===== config.mk =====
export PLATFORM = sky130hd
export DESIGN_NAME = roll_history
export DESIGN_NICKNAME = d
export VERILOG_FILES = /design/src/rtl/roll_history.sv
export SDC_FILE = /design/constraint.sdc
export NUM_CORES = 1
export LEC_CHECK = 0
export ABC_CLOCK_PERIOD_IN_PS = 4900
export CAP_MARGIN = 30
export CELL_PAD_IN_SITES_DETAIL_PLACEMENT = 1
export CELL_PAD_IN_SITES_GLOBAL_PLACEMENT = 2
export CORE_ASPECT_RATIO = 1.2
export CORE_MARGIN = 5
export CORE_UTILIZATION = 30
export CTS_CLUSTER_SIZE = 25
export DETAILED_ROUTE_END_ITERATION = 16
export PLACE_DENSITY_LB_ADDON = 0.1
export REMOVE_ABC_BUFFERS = 1
export SYNTH_ARGS = -nofsm -noshare
export SYNTH_HDL_FRONTEND = slang
export SYNTH_SLANG_ARGS = --single-unit
export TNS_END_PERCENT = 1

===== constraint.sdc =====
create_clock -name i_clk -period 4.9 [get_ports i_clk]
set_clock_uncertainty 0.05 [all_clocks]
set_input_delay 0.98 -clock i_clk [delete_from_list [all_inputs] [get_ports i_clk]]
set_output_delay 0.98 -clock i_clk [all_outputs]
set_load 0.01 [all_outputs]

===== src/rtl/roll_history.sv =====
// roll_history: circular history of final roll results with prev/next browsing.
// Each captured result is stored in a DEPTH-entry ring. The user can step back
// through older results and return to the live (newest) view. All outputs are
// registered, so every input event shows up exactly one cycle after it is sampled.
// Optional build macro HIST_WRAP_EN: browsing wraps around between offset 1 and
// the oldest entry, and only i_live or i_capture leave the browse view.
module roll_history #(
    parameter int DEPTH = 8,
    parameter int DW    = 4
) (
    input  logic                     i_clk,
    input  logic                     i_rst_n,
    input  logic                     i_capture,
    input  logic [DW-1:0]            i_value,
    input  logic                     i_prev,
    input  logic                     i_next,
    input  logic                     i_live,
    output logic [DW-1:0]            o_display,
    output logic [$clog2(DEPTH)-1:0] o_offset,
    output logic [$clog2(DEPTH):0]   o_count,
    output logic                     o_browsing
);

    localparam int AW = $clog2(DEPTH);
    localparam logic [AW:0] FULL = (AW+1)'(DEPTH);

    typedef enum logic {S_LIVE = 1'b0, S_BROWSE = 1'b1} state_t;

    state_t          state_q,  state_d;
    logic [AW-1:0]   offset_q, offset_d;
    logic [AW-1:0]   wr_ptr_q, wr_ptr_d;
    logic [AW:0]     count_q,  count_d;
    logic [DW-1:0]   display_q, display_d;
    logic [DW-1:0]   mem_q [DEPTH];
    logic [DW-1:0]   mem_d [DEPTH];
    logic [AW-1:0]   rd_addr;

    // Next-state logic: capture beats live, live beats browse keys, and
    // prev+next together cancel out.
    always_comb begin
        state_d  = state_q;
        offset_d = offset_q;
        wr_ptr_d = wr_ptr_q;
        count_d  = count_q;
        mem_d    = mem_q;
        if (i_capture) begin
            mem_d[wr_ptr_q] = i_value;
            wr_ptr_d        = wr_ptr_q + AW'(1);
            if (count_q != FULL) begin
                count_d = count_q + (AW+1)'(1);
            end
            state_d  = S_LIVE;
            offset_d = '0;
        end else if (i_live) begin
            state_d  = S_LIVE;
            offset_d = '0;
        end else if (i_prev && i_next) begin
            // Conflicting keys: hold everything.
        end else if (i_prev) begin
            if (state_q == S_LIVE) begin
                // Browsing needs at least one entry older than the newest.
                if (count_q >= (AW+1)'(2)) begin
                    state_d  = S_BROWSE;
                    offset_d = AW'(1);
                end
            end else if ({1'b0, offset_q} < count_q - (AW+1)'(1)) begin
                offset_d = offset_q + AW'(1);
            end else begin
`ifdef HIST_WRAP_EN
                offset_d = AW'(1);
`else
                offset_d = offset_q;
`endif
            end
        end else if (i_next) begin
            if (state_q == S_BROWSE) begin
                if (offset_q > AW'(1)) begin
                    offset_d = offset_q - AW'(1);
                end else begin
`ifdef HIST_WRAP_EN
                    offset_d = AW'(count_q - (AW+1)'(1));
`else
                    state_d  = S_LIVE;
                    offset_d = '0;
`endif
                end
            end
        end
    end

    // Display source: the just-captured value is forwarded directly so the
    // display never shows the entry that was in the slot before the write.
    always_comb begin
        rd_addr = wr_ptr_d - AW'(1) - offset_d;
        if (i_capture) begin
            display_d = i_value;
        end else if (count_d == '0) begin
            display_d = '0;
        end else begin
            display_d = mem_q[rd_addr];
        end
    end

    // State, pointer, counters and history storage; reset clears the ring too.
    always_ff @(posedge i_clk or negedge i_rst_n) begin
        if (!i_rst_n) begin
            state_q   <= S_LIVE;
            offset_q  <= '0;
            wr_ptr_q  <= '0;
            count_q   <= '0;
            display_q <= '0;
            mem_q     <= '{default: '0};
        end else begin
            state_q   <= state_d;
            offset_q  <= offset_d;
            wr_ptr_q  <= wr_ptr_d;
            count_q   <= count_d;
            display_q <= display_d;
            mem_q     <= mem_d;
        end
    end

    assign o_display  = display_q;
    assign o_offset   = offset_q;
    assign o_count    = count_q;
    assign o_browsing = (state_q == S_BROWSE);

endmodule


# Yosys cells after proc, flatten, opt, wreduce, memory -nomap -nowiden
# Cells that the tools add are included.
# Widths: inputs -> output; s select.
op_classes:
  order_cmp: 6
  mux: 30
  n_reduce_logical: 5
  n_bitwise: 2
  n_eq_ne: 2
  add_sub_neg: 7
ops:
  columns: ["operator", "n"]
  rows:
  - ["$mux 3", 11]
  - ["$bwmux 32", 1]
  - ["$mux 4", 7]
  - ["$bmux 4 s3", 1]
  - ["$demux 4 s3", 1]
  - ["$mux 1", 9]
  - ["$ge 4x4->1 const B", 2]
  - ["$not 3->4", 2]
  - ["$add 3x1->3 const B", 2]
  - ["$sub 3x1->3 const B", 2]
  - ["$add 4x1->4 const B", 1]
  - ["$ge 4x2->1 const B", 1]
  - ["$logic_not 4->1", 1]
  - ["$lt 3x4->1", 1]
  - ["$lt 4x1->1 const B", 1]
  - ["$ne 4x4->1 const B", 1]
  - ["$reduce_bool 4->1", 1]
  - ["$sub 4x1->4 const B", 1]
  - ["$gt 3x1->1 const B", 1]
  - ["$ne 3x3->1 const B", 1]
  - ["$sub 3x3->3", 1]
  - ["$logic_and 1x1->1", 2]
  - ["$reduce_and 2->1", 1]
totals:
  word_cells: 65
  out_inout_bits: 12
  regBits: 47

# Depth between registers and ports, before layout
logic_depth:
  depth_word: 15
  mapped_depth: 18
  mapped_depth_nobuf: 17

# Worst setup path before layout
# Ideal clock, no wire load.
synth_timing:
  path_kind: "register -> register"
  start: "reg count_q[0], in the netlist o_count[0]"
  end: "reg display_q[0], in the netlist o_display[0]"
  required_ns: 4.724
  t_arrival_ns: 3.683
  setup_time_ns: 0.126
  setup_slack_ns: 1.041
  stages_incl_launch_ff: 18
  cell_sequence: "dfrtp_1 -> inv_1 -> ha_1 -> xnor2_1 -> ha_1 -> o21ai_0 -> o21ai_0 -> nand2_1 -> xnor2_1 -> a21oi_1 -> o21ai_0 -> ha_1 -> inv_1 -> fa_1 -> buf_1 -> mux4_2 -> and2_1 -> a221o_1"
synth_via:
  elab_chain_len: 15
  elab_cells_between_ends: 22
  cone_classes: "3 x add/sub; 2 x order compare; 1 x eq/ne; 14 x mux; 1 x bitwise; 1 x reduce/logical"
synth_lines:
  columns: ["item", "line_no", "text"]
  rows:
  - ["start, declared", "32", "logic [AW:0] count_q, count_d;"]
  - ["start signal, assigned", "117", "count_q <= count_d;"]
  - ["$sub 4x1->4", "66", "end else if ({1'b0, offset_q} < count_q - (AW+1)'(1)) begin"]
  - ["$lt 3x4->1", "66", null]
  - ["$mux 3", "66", null]
  - ["$mux 3", "60", "if (state_q == S_LIVE) begin"]
  - ["$mux 3", "59", "end else if (i_prev) begin"]
  - ["$mux 3", "57", "end else if (i_prev && i_next) begin"]
  - ["$mux 3", "54", "end else if (i_live) begin"]
  - ["$mux 3", "46", "if (i_capture) begin"]
  - ["$sub 3x3->3", "94", "rd_addr = wr_ptr_d - AW'(1) - offset_d;"]
  - ["$not 3->4 (implied by the code)", "100", "display_d = mem_q[rd_addr];"]
  - ["$bmux 4 s3", "100", null]
  - ["$mux 4 (implied by the code) (2 in series)", "100", null]
  - ["$mux 4 *", "97", "end else if (count_d == '0) begin"]
  - ["$mux 4 *", "95", "if (i_capture) begin"]
  - ["named net display_d[0]", "33", "logic [DW-1:0] display_q, display_d;"]
  - ["end signal, assigned", "118", "display_q <= display_d;"]
  - ["end, declared", "33", null]
# The timed path passes the listed nets; every way through them passes the cells marked *. The select of a mux whose other input is x is not followed.
# A chain may end at the register's enable or synchronous reset.

# Worst setup path in the final report
layout_timing:
  start: "reg count_q[1], in the netlist o_count[1]"
  end: "reg display_q[3], in the netlist o_display[3]"
# Same word-level chain as after synthesis.

==> reports/metrics.yaml <==
power:
  power.density_nw_per_um2: 620
  clock_power_share: 0.126
  p_sw_frac: 0.361
  seq_power_share: 0.383
  p_comb_frac: 0.491
  vdd_drop_max_mv: 0.210
  p_switching_uw: 670
  p_int_mw: 1.19
  p_leak_nw: 1.20
sta:
  hold_violations: 0
  rsz0062_at_grt: "false"
  fin_crit_ps: 4180
  setup_tns_ps: 0
  max_freq_mhz: 239
  relSlewSlack: 0.427
  maxSlewViolCount: 0
  finalCritPeriodShare: 0.852
  timing.hold.ws_ps: 459
  setup_violations: 0
  tightestPinTransition_ps: 857
clock_network:
  path_clk_slew_ps: 90
  cts_buffers: 5
  htree_levels: 2
  cts-root-buf: "clkbuf_8"
  insertion_delay_ps: 300
  cts_setup_buffers: 0
  ctsResizeCount: 0
  cts.path.max_buffers: 2
  postCtsHoldBufs: 0
  cts_tree: "done"
  cts_sinks: 47
global_routing:
  grt_pass1_wl_um: 10300
  grtUsageTotal: 0.127
  antenna_found_initial: 0
  grt_start_max_net_pins: 48
  grt_overflow: 0
  grt_pass1_vias: 1912
worst_hold_path:
  min_path_type: "flop to flop"
layout:
  final_cell_mix: "dfrtp_1, mux2_2, clkdlybuf4s50_1, nand2_1"
  fin_nets: 256
  drive_gt1_frac: 0.242
  final_common_cell: "dfrtp_1"
  diodes: 0
  area_delta_synth_final_pct: 16.1
die:
  die_h_um: 112
  core-area_sq_um: 8470
  fp-row-count: 37
  start_util: 0.304
  dieArea_sq_um: 10600
  pin_count: 22
  die_x_um: 94.6
yosys:
  synth-async-reset-ratio: 1.00
  netlist_instances: 215
  synth_flop_cell: "dfrtp_1"
  yosysSeqAreaShare: 0.456
  synth_edf_count: 0
  yosys_warnings: 0
  synth_cell_type_count: 45
  ys_ff_latch: 47
  syn_area_sq_um: 2580
  syn_avg_cell_area_sq_um: 12.0
route:
  drt_iter0_drc: 36
  wl_per_cell_um: 17.7
  first_pass_iters: 2
  drc_errors: 0
  vias: 1759
  vias_per_cell: 4.98
  antenna_left: 0
  totalWireLength_um: 6260
worst_setup_path:
  endpoint_kind: "flop"
  crit_required_ps: 5030
  worstPathArrival_ps: 4310
  critPathLaunchType: "flop"
  crit_type: "flop to flop"
  crit_path_max_fanout: 9
placement:
  portBuffers: 21
  gp_congestion: 0.683
  place_hpwl_um: 4530
flow_run:
  cap_violations: 0
status:
  status: "finished clean"
final cells by class:
class,count,area (sq um)
multi-input cells,150,1330
well taps,117,146
clock inverters,2,12.5
fillers,933,5480
clock buffers,6,72.6
repair buffers,24,228
flip-flops and latches,47,1180
inverters,7,26.3
per-stage QoR:
stage               setup slack, ps  total power, mW  instance area (sq um)   util  instances
global route                    355             2.03                   2990  0.353        353
finish                          724             1.86                   2990  0.353        353
detailed placement              628             1.66                   2910  0.343        345
global placement                686             1.65                   2910  0.343        345
floorplan                      1130             1.35                   2530      -        204
CTS                             660             1.90                   2990  0.353        353
cells by family (layout without fill, tap and decap cells):
logic type | after synthesis | after routing | synth area share
flops | 47 | 47 | 0.456
fa+ha+maj | 11 | 11 | 0.0563
buf+inv | 18 | 39 | 0.0272
mux | 42 | 42 | 0.218
compound gates | 35 | 35 | 0.0927
simple gates | 54 | 54 | 0.123
xor+xnor | 8 | 8 | 0.0272
cell usage after synthesis (all sizes together), types with 6 or more instances:
cell    count  area [sq um]
dfrtp      47          1180
mux2       33           372
nand2      14          52.6
ha         10           125
o21ai      10          50.1
a21oi       8          40.0
clkbuf      8          30.0
mux4        8           180
nor3        8          56.3
inv         7          26.3
and2        6          40.0
xnor2       6          52.6
critical path, stage by stage (launching register included):
cell and delay [ps]:
dfrtp_1 540, inv_1 110, ha_1 230, xnor2_1 130, ha_1 290, o21ai_0 90
o21ai_0 160, nand2_1 120, xnor2_1 150, a21oi_1 120, o21ai_0 200, ha_1 170
inv_1 50, fa_1 790, mux4_2 360, and2_1 170, a221o_1 320
layer usage:
layer	track usage	up-vias	share of wire
met5	0	-	0
met4	0.0289	0	0.0078
met3	0.0209	4	0.024
met2	0.226	18	0.53
met1	0.159	904	0.44
li1	-	833	-
power by group through the flow:
| stage | sequential, mW | clock (mW) | combinational, mW |
|---|---|---|---|
| after floorplan | 0.701 | 0 | 0.653 |
| after global placement | 0.724 | 0 | 0.922 |
| after detailed placement | 0.726 | 0 | 0.934 |
| after CTS | 0.717 | 0.248 | 0.934 |
| after global routing | 0.746 | 0.265 | 1.01 |
| final | 0.712 | 0.233 | 0.912 |
flip-flops by register name, indices dropped and copies added (netlist names):
name,count
o_offset,3
mem_q,32
wr_ptr_q,3
o_count,4
o_browsing,1
o_display,4
path summary, 6_finish.rpt:
check | startpoint | endpoint | slack [ps] | depth (start not counted)
worst max register to register | o_count[1] | o_display[3] | 720 | 16
max in group asynchronous | i_rst_n | mem_q[11] | 3650 | 2
min in group asynchronous | i_rst_n | mem_q[24] | 720 | 2
worst min register to register | mem_q[30] | mem_q[30] | 460 | 1
worst max-delay path | o_count[1] | o_display[3] | 720 | 16
worst min-delay path | mem_q[30] | mem_q[30] | 460 | 1
(Power assumes the default switching activity.)
